==> src/rtl/divider_toplevel.sv <==
// Sequential 8-bit unsigned restoring divider: divisor loaded from S, dividend
// captured on Run, one quotient bit per cycle, results shown on hex displays.
module divider_toplevel (
  input  logic       Clk,
  input  logic       Reset,
  input  logic       ClearR_LoadD,
  input  logic       Run,
  input  logic [7:0] S,
  output logic [7:0] Qval,
  output logic [7:0] Rval,
  output logic [7:0] Dval,
  output logic [6:0] QhexU,
  output logic [6:0] QhexL,
  output logic [6:0] RhexU,
  output logic [6:0] RhexL,
  output logic       Done,
  output logic       DivZero
);

  typedef enum logic [1:0] {
    IDLE = 2'd0,
    CALC = 2'd1,
    DONE = 2'd2
  } state_t;

  state_t     state_q;
  logic [7:0] q_q, r_q, d_q;
  logic [2:0] cnt_q;
  logic       done_q, div_zero_q;

  logic [8:0] trial, diff;
  logic [7:0] q_d, r_d;

  // One restoring step: shift the next dividend bit into R and try to subtract D.
  // NOTE: every output of this always_comb is assigned on every path, so no latch is inferred.
  always_comb begin
    trial = {r_q, q_q[7]};
    diff  = trial - {1'b0, d_q};
    q_d   = {q_q[6:0], 1'b0};
    r_d   = trial[7:0];
    if (trial >= {1'b0, d_q}) begin
      q_d = {q_q[6:0], 1'b1};
      r_d = diff[7:0];
    end
  end

  // NOTE: sequential state uses non-blocking assignments so all registers update together.
  always_ff @(posedge Clk or negedge Reset) begin
    if (!Reset) begin
      state_q    <= IDLE;
      q_q        <= 8'd0;
      r_q        <= 8'd0;
      d_q        <= 8'd0;
      cnt_q      <= 3'd0;
      done_q     <= 1'b0;
      div_zero_q <= 1'b0;
    end else begin
      case (state_q)
        IDLE: begin
          if (ClearR_LoadD) begin
            d_q <= S;
            r_q <= 8'd0;
          end else if (Run) begin
            q_q        <= S;
            r_q        <= 8'd0;
            cnt_q      <= 3'd0;
            div_zero_q <= (d_q == 8'd0);
            state_q    <= CALC;
          end
        end
        CALC: begin
          q_q   <= q_d;
          r_q   <= r_d;
          cnt_q <= cnt_q + 3'd1;
          if (cnt_q == 3'd7) begin
            state_q <= DONE;
            done_q  <= 1'b1;
          end
        end
        DONE: begin
          // Holding Run high parks here; a fresh start needs Run to drop first.
          if (ClearR_LoadD) begin
            d_q <= S;
            r_q <= 8'd0;
          end else if (!Run) begin
            state_q <= IDLE;
            done_q  <= 1'b0;
          end
        end
        default: begin
          state_q <= IDLE;
          done_q  <= 1'b0;
        end
      endcase
    end
  end

  // Active-low segments, ordered gfedcba.
  function automatic logic [6:0] hex7(input logic [3:0] n);
    case (n)
      4'h0:    hex7 = 7'b1000000;
      4'h1:    hex7 = 7'b1111001;
      4'h2:    hex7 = 7'b0100100;
      4'h3:    hex7 = 7'b0110000;
      4'h4:    hex7 = 7'b0011001;
      4'h5:    hex7 = 7'b0010010;
      4'h6:    hex7 = 7'b0000010;
      4'h7:    hex7 = 7'b1111000;
      4'h8:    hex7 = 7'b0000000;
      4'h9:    hex7 = 7'b0010000;
      4'hA:    hex7 = 7'b0001000;
      4'hB:    hex7 = 7'b0000011;
      4'hC:    hex7 = 7'b1000110;
      4'hD:    hex7 = 7'b0100001;
      4'hE:    hex7 = 7'b0000110;
      default: hex7 = 7'b0001110;
    endcase
  endfunction

  assign Qval    = q_q;
  assign Rval    = r_q;
  assign Dval    = d_q;
  assign Done    = done_q;
  assign DivZero = div_zero_q;
  assign QhexU   = hex7(q_q[7:4]);
  assign QhexL   = hex7(q_q[3:0]);
  assign RhexU   = hex7(r_q[7:4]);
  assign RhexL   = hex7(r_q[3:0]);

endmodule
==> config.mk <==
export PLATFORM = sky130hd
export DESIGN_NAME = divider_toplevel
export DESIGN_NICKNAME = d
export VERILOG_FILES = /design/src/rtl/divider_toplevel.sv
export SDC_FILE = /design/constraint.sdc
export NUM_CORES = 1
export LEC_CHECK = 0
export CORE_ASPECT_RATIO = 0.5
export CORE_UTILIZATION = 40
export CTS_CLUSTER_SIZE = 40
export DETAILED_ROUTE_END_ITERATION = 8
export GPL_ROUTABILITY_DRIVEN = 0
export PLACE_DENSITY_LB_ADDON = 0.08
export SKIP_LAST_GASP = 1
export SLEW_MARGIN = 30
export SYNTH_ARGS = -nofsm -noshare
export SYNTH_HDL_FRONTEND = slang
export SYNTH_SLANG_ARGS = --single-unit
==> constraint.sdc <==
create_clock -name Clk -period 2.1 [get_ports Clk]
set_clock_uncertainty 0.05 [all_clocks]
set_input_delay 0.21 -clock Clk [delete_from_list [all_inputs] [get_ports Clk]]
set_output_delay 0.21 -clock Clk [all_outputs]
set_load 0.05 [all_outputs]
==> impl_table.tex <==
\begin{tabular}{lr}
\hline
Metric & Value \\
\hline
\multicolumn{2}{l}{\textbf{Worst setup path}} \\
Max Fanout on Critical Path & 4 \\
Cells traversed along the worst timing path & clkinvlp\_4 -> ha\_4 -> inv\_2 -> mux4\_2 -> buf\_8 \\
Number of buffer and inverter stages on the critical path & 3 \\
Largest stage delay on the critical path & 0.47 ns \\
Arrival time at the worst endpoint & 1.82 ns \\
CP max stage cell & mux4\_2 \\
Element type at the critical path start & register \\
Critical path required time & 1.84 ns \\
Critical setup path kind & reg -> out \\
Element type at the critical path end & output port \\
Delay-heaviest family, CP & multiplexers \\
\multicolumn{2}{l}{\textbf{Synth}} \\
Syn\_area\_per\_cell & 8.49 um\^{}2 \\
Post-synthesis mux area share & 11.7\% \\
Netlist cell types & 44 \\
Count of flip-flops with a built-in enable after synthesis & 0 \\
Most used standard cells in the synthesized netlist & ha\_1, o21ai\_0, dfrtp\_1, nand2\_1, nor2\_1 \\
Cell with the most instances after synthesis & ha\_1 \\
Gate Count Post-Synth & 326 \\
Synthesized-area fraction occupied by xor and xnor cells & 1.27\% \\
Synthesized-area fraction occupied by ao, oa, aoi and oai cells & 19.5\% \\
Synthesized Nets & 373 \\
Proportion of synthesized chip area in sequential cells & 28.0\% \\
Total number of yosys warnings & 0 \\
Synth top area share & 28.0\% \\
Cells taking the most area after synthesis & dfrtp\_1, ha\_1, mux2i\_1 \\
Share of async-settable or async-resettable flops after synthesis & 100\% \\
Post-synthesis share of cell area spent on full adders, half adders and majority gates & 16.1\% \\
Mapped Area & 0.00277 mm\^{}2 \\
Largest area contributor in the netlist & dfrtp\_1 \\
Most used flip-flop cell after synthesis & dfrtp\_1 \\
Area share of and/or/nand/nor cells after synthesis & 17.1\% \\
Main combinational cell family by area after synthesis & compound AO/OA/AOI/OAI gates \\
Post-synthesis sequential element count & 31 \\
\multicolumn{2}{l}{\textbf{Finish}} \\
Fin area & 0.00435 mm\^{}2 \\
Utilization of the core after routing & 68.4\% \\
Final cell count without fillers & 502 \\
Area Growth Syn to Fin & 57.3\% \\
Diodes inserted & 0 \\
Fraction of final layout cells sized beyond drive strength 1 & 35.7\% \\
Final net count & 460 \\
\multicolumn{2}{l}{\textbf{Placement}} \\
\# port buffers & 65 \\
Number of placed instances, taps included & 480 \\
Placed Instance Area & 0.00396 mm\^{}2 \\
DPL Wire Length & 5.34 mm \\
\multicolumn{2}{l}{\textbf{Clock tree}} \\
CTS clock-pin slew for the worst setup and hold paths & 0.06 ns \\
Clock Latency Late Sink & 0.28 ns \\
Number of H-tree levels & 2 \\
TritonCTS sink count & 31 \\
Clock tree from TritonCTS & yes \\
Hold-fix buffer count after cts & 0 \\
Max Root-Sink Buffers & 2 \\
Number of buffers inserted during clock tree synthesis & 5 \\
Root Buffer Master & clkbuf\_16 \\
\multicolumn{2}{l}{\textbf{Floorplan}} \\
Die W & 120 um \\
Number of ports placed on the die boundary & 66 \\
Core Box Area & 0.00636 mm\^{}2 \\
Area of the die & 0.00727 mm\^{}2 \\
Initial cell density of the core & 43.5\% \\
Die height & 60.8 um \\
Count of standard-cell rows & 20 \\
\multicolumn{2}{l}{\textbf{Flow run}} \\
Max-capacitance violation count & 0 \\
\multicolumn{2}{l}{\textbf{Global routing}} \\
Global-route wire length before repair & 12.3 mm \\
Overflow left after global routing & 0 \\
Antenna violations before repair & 0 \\
Largest net degree at the start of global routing & 32 \\
Vias in the first global route & 2561 \\
GRT Util Overall & 21.5\% \\
\multicolumn{2}{l}{\textbf{Timing}} \\
Setup repair after global routing missed its margin & yes \\
Normalized max-slew margin & 59.1\% \\
Number of endpoints with negative hold slack in the final report & 0 \\
Achievable frequency & 481 MHz \\
Worst-margin pin slew & 0.614 ns \\
Minimum clock period after layout & 2.08 ns \\
Number of slew-limit violations in the final report & 0 \\
Period Utilization, post-route & 99.0\% \\
Final setup violation count & 0 \\
Total negative slack & 0 ns \\
\multicolumn{2}{l}{\textbf{Route}} \\
Mean number of vias per cell & 5.22 \\
Detailed-route DRC error count & 0 \\
Detailed router's first-iteration violation count & 140 \\
Routed wirelength normalized by instance count & 14.6 um \\
Routed Wire Length & 7.32 mm \\
Via total after detailed routing & 2618 \\
Number of iterations in the first detailed-routing pass & 4 \\
Remaining number of nets flagged by the antenna check after routing & 0 \\
\multicolumn{2}{l}{\textbf{Run status}} \\
Status & finished clean \\
\multicolumn{2}{l}{\textbf{Min path}} \\
Class of the tightest hold or removal check & in -> async \\
\hline
\end{tabular}
-- kinds of logic (layout without fill, tap and decap cells) --
| family | after synthesis | after routing |
|---|---|---|
| xor gates and xnor gates | 4 | 4 |
| muxes | 30 | 30 |
| DFF | 31 | 31 |
| AOI/OAI and AO/OA | 88 | 88 |
| adders and majority gates | 35 | 35 |
| and+or+nand+nor | 98 | 98 |
| buffers and inverters | 40 | 128 |
-- flip-flops by register name, summed over array words and instances, names as in the netlist --
name     count
Dval         8
Qval         8
DivZero      1
state_q      2
cnt_q        3
Rval         8
Done         1
-- metal layers --
layer  up-vias  wire length [um]  share of wire (%)  global-route usage [%]
li1       1315                 -                  -                       -
met1      1224              3430                 47                    27.7
met2        70              3440                 47                    37.7
met3         9               360                4.9                    3.76
met4         0                84                1.1                    7.14
met5         -                 0                  0                       0
-- path summary, 6_finish.rpt --
| check | startpoint | endpoint | slack, ns | depth (start not counted) |
|---|---|---|---|---|
| min in group Clk | cnt_q[2] | cnt_q[2] | 0.47 | 1 |
| max in group asynchronous | Reset | Qval[0] | 1.41 | 2 |
| worst max register to register | Dval[7] | Rval[2] | 0.18 | 8 |
| worst max-delay path | Qval[0] | QhexL[3] | 0.02 | 5 |
| worst min register to register | cnt_q[2] | cnt_q[2] | 0.47 | 1 |
| worst min-delay path | Reset | Qval[4] | 0.27 | 2 |
-- what timing repair did --
action	4_1_cts	5_1_grt
endpoints found under the hold margin	0	0
buffers inserted	2	12
setup endpoints to repair	6	11
resized for setup	6	28
pin swaps	0	1
-- cell usage in the layout, fill, tap and decap left out, types with 3 or more instances in the layout --
cell and n:
a21oi_1 8, ha_2 3, o211ai_1 3, xnor2_1 3, ha_1 28, a21oi_2 15, nand2b_1 8, inv_2 6
nand2_1 29, inv_1 14, buf_12 28, mux2i_1 20, clkinvlp_4 4, o21ai_1 9, dfrtp_1 23, dfrtp_2 8
buf_4 36, nor2_1 23, nor2b_1 8, o21ai_0 24, nand3_1 5, o21ai_2 4, clkbuf_16 5, nand3b_1 3
nor3_1 4, a32oi_1 4, mux2_2 9, clkdlybuf4s50_1 32, a22o_1 6, ha_4 3
-- cell type report --
cell class              count  area, um^2
flip-flops and latches     31         786
clock buffers               5         125
multi-input cells         255        2040
clock inverters             3        20.0
fillers                   502        2010
inverters                  22        90.1
repair buffers             98        1180
well taps                  88         110
-- per-stage QoR --
stage / setup WS (ns) / hold slack, ns
after floorplan: -0.192 / -0.136
after global placement: 0.188 / 0.437
after detailed placement: 0.169 / 0.460
after CTS: -0.00789 / 0.291
after global routing: -0.00310 / 0.324
final: 0.0207 / 0.273
Power is left out: the tool's default activity adds up to more than one toggle a clock period on the data nets, which glitch-free logic cannot reach.
